[config.mk]
export PLATFORM = sky130hd
export DESIGN_NAME = rotate_seq
export DESIGN_NICKNAME = d
export VERILOG_FILES = /design/src/rtl/rotate_pkg.sv /design/src/rtl/rotate_cnt.sv /design/src/rtl/rotate_seq.sv
export SDC_FILE = /design/constraint.sdc
export NUM_CORES = 1
export LEC_CHECK = 0
export ABC_AREA = 1
export BUFFER_PORTS_ARGS = -buffer_cell sky130_fd_sc_hd__buf_2
export CAP_MARGIN = 20
export CORE_ASPECT_RATIO = 0.8
export CORE_MARGIN = 2
export CORE_UTILIZATION = 40
export CTS_CLUSTER_DIAMETER = 200
export DETAILED_ROUTE_END_ITERATION = 7
export GPL_TIMING_DRIVEN = 0
export PLACE_DENSITY = 0.7
export SLEW_MARGIN = 20
export SYNTH_ARGS = -nofsm -noshare
export SYNTH_HDL_FRONTEND = slang
export SYNTH_HIERARCHICAL = 1
export SYNTH_SLANG_ARGS = --single-unit
export TNS_END_PERCENT = 1
[constraint.sdc]
create_clock -name clk -period 1.79 [get_ports clk]
set_input_delay 0.0895 -clock clk [delete_from_list [all_inputs] [get_ports clk]]
set_output_delay 0.0895 -clock clk [all_outputs]
set_load 0.05 [all_outputs]
[src/rtl/rotate_pkg.sv]
// Shared types and constants for the rotate sequencer.
// Sequencer state encoding, default widths and the counter preload offset.
package rotate_pkg;

    typedef enum logic [1:0] {
        IDLE  = 2'd0,
        LOAD  = 2'd1,
        SHIFT = 2'd2,
        DONE  = 2'd3
    } state_t;

    localparam int unsigned BIT_WIDTH_DEF = 16;
    localparam int unsigned AMT_WIDTH_DEF = 5;

    // LOAD contributes one shift and the final SHIFT cycle another, so the
    // counter starts at amt-2 and SHIFT exits when it reads zero.
    localparam int unsigned CNT_OFFSET = 2;

endpackage

[src/rtl/rotate_cnt.sv]
// Down-counter with synchronous load, count enable and zero flag.
// Used by rotate_seq to pace the SHIFT state.
module rotate_cnt #(
    parameter int unsigned width = 5
) (
    input  logic             clk,
    input  logic             rst,
    input  logic             load,
    input  logic             en,
    input  logic [width-1:0] load_val,
    output logic             zero
);

    logic [width-1:0] count;

    always_ff @(posedge clk or negedge rst) begin
        if (!rst) begin
            count <= '0;
        end else if (load) begin
            count <= load_val;
        end else if (en) begin
            count <= count - width'(1);
        end
    end

    assign zero = (count == '0);

endmodule

[src/rtl/rotate_seq.sv]
// Sequencer driving a right-rotate register via ld/sh strobes over valid/ready.
// Optional macro ROTATE_SEQ_AMT_MOD_EN reduces the amount modulo bit_width at capture.
module rotate_seq
    import rotate_pkg::*;
#(
    parameter int unsigned bit_width = BIT_WIDTH_DEF,
    parameter int unsigned amt_width = AMT_WIDTH_DEF
) (
    input  logic                 clk,
    input  logic                 rst,
    input  logic                 in_valid,
    output logic                 in_ready,
    input  logic [bit_width-1:0] in_data,
    input  logic [amt_width-1:0] in_amt,
    output logic                 ld,
    output logic                 sh,
    output logic [bit_width-1:0] rot_data_in,
    input  logic [bit_width-1:0] rot_data_out,
    output logic                 out_valid,
    input  logic                 out_ready,
    output logic [bit_width-1:0] out_data,
    output logic                 busy
);

    state_t               state;
    state_t               state_nxt;
    logic [amt_width-1:0] amt_q;
    logic [amt_width-1:0] amt_cap;
    logic [amt_width-1:0] cnt_load_val;
    logic                 accept;
    logic                 cnt_load;
    logic                 cnt_en;
    logic                 cnt_zero;

`ifdef ROTATE_SEQ_AMT_MOD_EN
    assign amt_cap = amt_width'(32'(in_amt) % 32'(bit_width));
`else
    assign amt_cap = in_amt;
`endif

    assign cnt_load_val = amt_q - amt_width'(CNT_OFFSET);

    rotate_cnt #(
        .width(amt_width)
    ) u_cnt (
        .clk      (clk),
        .rst      (rst),
        .load     (cnt_load),
        .en       (cnt_en),
        .load_val (cnt_load_val),
        .zero     (cnt_zero)
    );

    always_ff @(posedge clk or negedge rst) begin
        if (!rst) begin
            state <= IDLE;
        end else begin
            state <= state_nxt;
        end
    end

    always_ff @(posedge clk or negedge rst) begin
        if (!rst) begin
            amt_q       <= '0;
            rot_data_in <= '0;
        end else if (accept) begin
            amt_q       <= amt_cap;
            rot_data_in <= in_data;
        end
    end

    always_comb begin
        state_nxt = state;
        in_ready  = 1'b0;
        accept    = 1'b0;
        ld        = 1'b0;
        sh        = 1'b0;
        out_valid = 1'b0;
        cnt_load  = 1'b0;
        cnt_en    = 1'b0;
        unique case (state)
            IDLE: begin
                in_ready = 1'b1;
                if (in_valid) begin
                    accept    = 1'b1;
                    state_nxt = LOAD;
                end
            end
            LOAD: begin
                ld = 1'b1;
                sh = (amt_q != '0);
                if (amt_q <= amt_width'(1)) begin
                    state_nxt = DONE;
                end else begin
                    cnt_load  = 1'b1;
                    state_nxt = SHIFT;
                end
            end
            SHIFT: begin
                sh = 1'b1;
                // Exit is tested before decrementing so the counter never wraps.
                if (cnt_zero) begin
                    state_nxt = DONE;
                end else begin
                    cnt_en = 1'b1;
                end
            end
            DONE: begin
                out_valid = 1'b1;
                if (out_ready) begin
                    state_nxt = IDLE;
                end
            end
            default: state_nxt = IDLE;
        endcase
    end

    assign out_data = rot_data_out;
    assign busy     = (state != IDLE);

endmodule

Word level (Yosys, flattened, before mapping)
Index checks and enable logic that the tools add are counted.
{ "op_classes": {"order_cmp": 1, "n_mul": 0, "addsub": 2, "bitwise_logic": 0, "shift": 0, "n_mux": 17, "reduce_logical": 6, "div": 0, "eq_ne": 6} }
{ "op_table": {"columns": ["operator", "n"], "rows": [
  ["1-bit 2-to-1 mux", 10],
  ["5-bit 2-to-1 mux", 2],
  ["2-bit one-hot mux with 4 select lines", 1],
  ["2-bit 2-to-1 mux", 3],
  ["2-bit inequality test, second input constant", 3],
  ["5-bit by 1-bit <= comparator with 1-bit output, second input constant", 1],
  ["5-bit logical NOT", 1],
  ["5-bit nonzero test", 1],
  ["5-bit by 1-bit subtractor with 5-bit output, second input constant", 1],
  ["5-bit by 2-bit subtractor with 5-bit output, second input constant", 1],
  ["2-bit == test, second input constant", 2],
  ["2-bit nonzero test", 2],
  ["3-bit AND reduction", 1],
  ["2-bit by 1-bit == test with 1-bit output, second input constant", 1],
  ["2-bit logical NOT", 1],
  ["1-bit one-hot mux with 2 select lines", 1]
]} }
{ "totals": {"inputBits": 41, "output_inout_bits": 37, "memories": 0, "latchBits": 0, "reg_bits": 28, "mem_bits_ro": 0, "mem_bits_rw": 0} }

Logic depth before layout (Yosys ltp)
{ "logic_depth": {"depth_word": 5, "depth_mapped": 11} }

By module
The synthesis kept the hierarchy.
{ "by_module_without_submodules": {"columns": ["module", "instances", "cells_each", "area_per_inst_um2"], "rows": [
  ["rotate_seq", 1, 111, 1241.2],
  ["rotate_cnt", 1, 38, 292.8]
]} }

Least setup slack after synthesis
OpenSTA, ideal clock, no wires.
{ "synth_timing": {"kind": "register -> output", "from": "register state[1]", "to": "output port sh", "path_stages_with_launch": 5, "required_ns": 1.701, "t_arrival_ns": 2.279, "path_slack_ns": -0.578, "path_cell_list": "dfrtp_1 > inv_1 > ha_1 > o21ai_0 > a21boi_0"} }
{ "synth_between": {"elab_chain_cells": 2, "word_cells_on_any_way": 3} }
{ "synth_lines": {"columns": ["element", "line_no", "source"], "rows": [
  ["from (decl)", "rotate_seq.sv:25", "state_t state;"],
  ["from (signal assigned)", "rotate_seq.sv:58", "state <= state_nxt;"],
  ["2-bit == test / 2-bit by 1-bit == test with 1-bit output (equally long branches)", "rotate_seq.sv:81", "unique case (state)"],
  ["1-bit one-hot mux with 2 select lines *", "rotate_seq.sv:81", null],
  ["to (decl)", "rotate_seq.sv:16", "output logic sh,"]
]} }
Mark *: on every way between the ends. The rest lies on a longest branch, timed or not.

Worst setup path in the final report
{ "layout_timing": {"from": "register state[0]", "to": "output port sh"} }
The elaborated chain is that of the path after synthesis.

==> tab_implementation.tex <==
\begin{tabular}{lr}
\hline
Metric & Value \\
\hline
\multicolumn{2}{l}{\textbf{Outcome}} \\
Outcome & completed \\
\multicolumn{2}{l}{\textbf{Hold path}} \\
Type of the most critical hold path & input pin to flop \\
Startpoint of the lowest-slack hold path & in\_amt[3] \\
Number of cells traversed by the worst hold path & 2 \\
\multicolumn{2}{l}{\textbf{Floorplanning}} \\
Starting Density & 0.4114 \\
Total Die Area & 4349 µm² \\
Number of top-level pins & 78 \\
Die extent in y & 59.39 µm \\
Site row count & 20 \\
Horizontal extent of the die & 73.24 µm \\
Placeable core region & 3729 µm² \\
\multicolumn{2}{l}{\textbf{Detailed routing}} \\
Via-per-instance ratio & 4.465 \\
DRT Wirelength & 2.825 mm \\
Initial DRC Count & 45 \\
Final antenna-violating net count & 0 \\
Number of detailed-route iterations in the first pass & 4 \\
DRC violation count after routing & 0 \\
Post-detailed-route wirelength per cell & 10.95 µm \\
Via total after detailed routing & 1152 \\
\multicolumn{2}{l}{\textbf{Layout}} \\
Layout Nets & 263 \\
Area grow syn2layout & 27.41\% \\
Final standard cell utilization of the core & 0.5242 \\
Count of antenna diodes in the layout & 0 \\
Finished Layout Cells & 258 \\
Ratio of cells with drive above 1 in the final layout & 0.5000 \\
\multicolumn{2}{l}{\textbf{Synth}} \\
Most area-consuming cells after synthesis & dfrtp\_1, mux2\_4, buf\_4, nand2\_1, ha\_1 \\
Count of flip-flops with a built-in enable after synthesis & 0 \\
Synth Flop Type & dfrtp\_1 \\
Register area share after synthesis & 0.4568 \\
Dominant combinational cell family by area after synthesis & multiplexers \\
Cell area after synthesis & 1534 µm² \\
Area share of fa/ha/maj cells after synthesis & 0.04894 \\
Share of cell area taken by muxes after synthesis & 0.1542 \\
Post-synthesis cell count & 149 \\
Fraction of the mapped netlist area in simple logic gates & 0.1223 \\
Leading area contributor after synthesis & dfrtp\_1 \\
Synthesis-stage register bit count & 28 \\
Average instance area after synthesis & 10.30 µm² \\
Asr flop ratio synth & 1.000 \\
Synthesized-area fraction occupied by xor and xnor cells & 0.01142 \\
Leading cell types by count after synthesis & dfrtp\_1, nand2\_1, inv\_1 \\
Synth warnings & 6 \\
Fraction of the mapped netlist area in compound gates & 0.05873 \\
Number of distinct library cells after synthesis & 22 \\
Library cell with the highest instance count after synthesis & dfrtp\_1 \\
Net count after synthesis & 196 \\
Fraction of post-synthesis cell area in the top cell type by area & 0.4568 \\
\multicolumn{2}{l}{\textbf{Clocking}} \\
Clock transition at path regs & 0.09 ns \\
H-tree levels & 1 \\
Post-CTS setup-driven buffer insertion count & 0 \\
Sinks on Clock Net & 28 \\
Clock latency reported for the late side of the worst-skew pair & 0.27 ns \\
Root buf cell & clkbuf\_8 \\
Max Root-Sink Buffers & 2 \\
Number of CTS-inserted buffers & 3 \\
CTS tree & yes \\
\multicolumn{2}{l}{\textbf{Global route}} \\
Residual overflow from global routing & 0 \\
Pin count of the biggest net entering global routing & 29 \\
Global-route wire length before repair & 4.726 mm \\
Via count of the first global-routing pass & 1058 \\
Total global routing track utilization & 0.1387 \\
Number of antenna violations at the first check in global routing & 0 \\
\multicolumn{2}{l}{\textbf{Setup path}} \\
Crit path required time & 1.70 ns \\
Critical path's slowest cell & dfrtp\_1 \\
Crit path buffers/inverters & 2 \\
Source of the worst register-to-register timing path & amt\_q[1]\$\_DFFE\_PN0P\_ \\
Maximum single-stage delay on the critical path & 0.43 ns \\
Setup crit start kind & flop \\
Signal arrival time at the worst endpoint & 1.53 ns \\
Cell depth of the worst flop-to-flop path & 8 \\
Launch point of the critical path & state[0]\$\_DFFE\_PN0P\_ \\
Cell count along the critical path & 4 \\
Endpoint class of the critical path & primary output \\
Crit Path Category & flop to primary output \\
Critical path cell sequence & inv\_1 > ha\_2 > a21boi\_2 > buf\_2 \\
Crit Path Max Fanout & 5 \\
Family with the most delay on the worst path & flip-flops \\
\multicolumn{2}{l}{\textbf{Placement}} \\
Detailed-placement wirelength estimate & 2.233 mm \\
Final RePlAce weighted congestion & 0.8114 \\
Number of instances in the placed design & 254 \\
Number of buffers added on ports & 61 \\
\multicolumn{2}{l}{\textbf{STA}} \\
Worst Hold Margin & 0.04502 ns \\
Period utilization & 0.9048 \\
Clock skew after layout & 0.004137 ns \\
Count of pins over their slew limit & 0 \\
Shortest clock period the worst path allows after layout & 1.620 ns \\
Normalized max-slew margin & 0.5875 \\
Final setup viols & 0 \\
Unrepaired setup endpoints after global routing & false \\
Maximum achievable frequency & 617.4 MHz \\
Worst slew pin tran & 0.6187 ns \\
Final Hold Violating Endpoints & 0 \\
\multicolumn{2}{l}{\textbf{Pwr}} \\
Sum of internal, switching and leakage power & 4.060 mW \\
Total power density per cell area & 2077 nW/µm² \\
Leakage power total & 1.099 nW \\
Worst-case vdd ir drop & 0.001247 V \\
\multicolumn{2}{l}{\textbf{Run}} \\
Count of maximum capacitance violations & 0 \\
\hline
\end{tabular}
layout by cell type, fill, tap and decap left out, types with 4 or more instances in the layout:
cell	Yosys	final
inv_1	20	19
dfrtp_1	28	28
nand3_1	6	6
a21oi_1	4	4
nand2_1	21	21
mux2_4	12	12
a22oi_1	4	4
mux2_2	5	5
buf_2	0	61
buf_4	16	16
ha_1	6	5
nor2_1	12	11
registers in the layout, indices dropped and copies added, names as in the netlist:
name / count
rot_data_in: 16
u_cnt/count: 5
amt_q: 5
state: 2
area by class of cell:
type	count	area (µm²)
repair buffers	62	315.3
fillers	338	1774
inverters	20	75.07
plain buffers	18	151.4
clock buffers	3	41.29
well taps	44	55.05
flip-flops and latches	28	700.7
multi-input cells	83	615.6
report_power, final:
group / total, mW / internal (mW) / switching [mW]
clock network: 0.330 / 0.151 / 0.179
logic: 2.56 / 0.872 / 1.68
registers: 1.17 / 0.960 / 0.214
total: 4.06 / 1.98 / 2.08
worst register-to-register path: stages, from the launching register on:
cell and delay, ns:
dfrtp_1 0.35, inv_1 0.10, ha_1 0.24, nand3_1 0.09, nand2_1 0.08, nor2_2 0.26, nor2_2 0.12, a22oi_1 0.15
o21ai_1 0.09
layer usage:
metal | wire [µm] | vias up | global-route usage
met1 | 1355 | 518 | 0.1935
met3 | 197 | 2 | 0.04252
met4 | 12 | 0 | 0.02381
met2 | 1260 | 42 | 0.2162
li1 | - | 590 | -
met5 | 0 | - | 0
path summary, 6_finish.rpt:
check                      slack (ns)                     endpoint
max                              0.17                           sh
min                              0.05         amt_q[3]$_DFFE_PN0P_
max reg2reg                      0.21   u_cnt/count[2]$_DFFE_PN0P_
min reg2reg                      0.51   rot_data_in[6]$_DFFE_PN0P_
max in group asynchronous        1.03   u_cnt/count[4]$_DFFE_PN0P_
min in group asynchronous        0.35  rot_data_in[12]$_DFFE_PN0P_
metrics by stage:
stage	setup slack [ns]	setup TNS (ns)	instance area [µm²]
after floorplan	-0.04763	-0.1749	1540
after global placement	0.07637	0	1901
after detailed placement	0.07875	0	1901
after CTS	0.05553	0	1952
after global routing	0.01200	0	1954
final	0.1704	0	1954
timing repair:
| item | in CTS | in global routing |
|---|---|---|
| endpoints found under the setup margin | 0 | 5 |
| resized for setup | 0 | 2 |
| endpoints found under the hold margin | 28 | 0 |
| hold buffers | 1 | 0 |
cell families (layout without fill, tap and decap cells):
kind of cell               count (synthesis)  in the layout
and+or+nand+nor                           43             43
buffers and inverters                     38            103
DFF                                       28             28
muxes                                     17             17
AOI/OAI and AO/OA                         15             15
adders and majority gates                  6              6
xor gates and xnor gates                   2              2
Note: power is estimated with default switching activity, not from simulation.
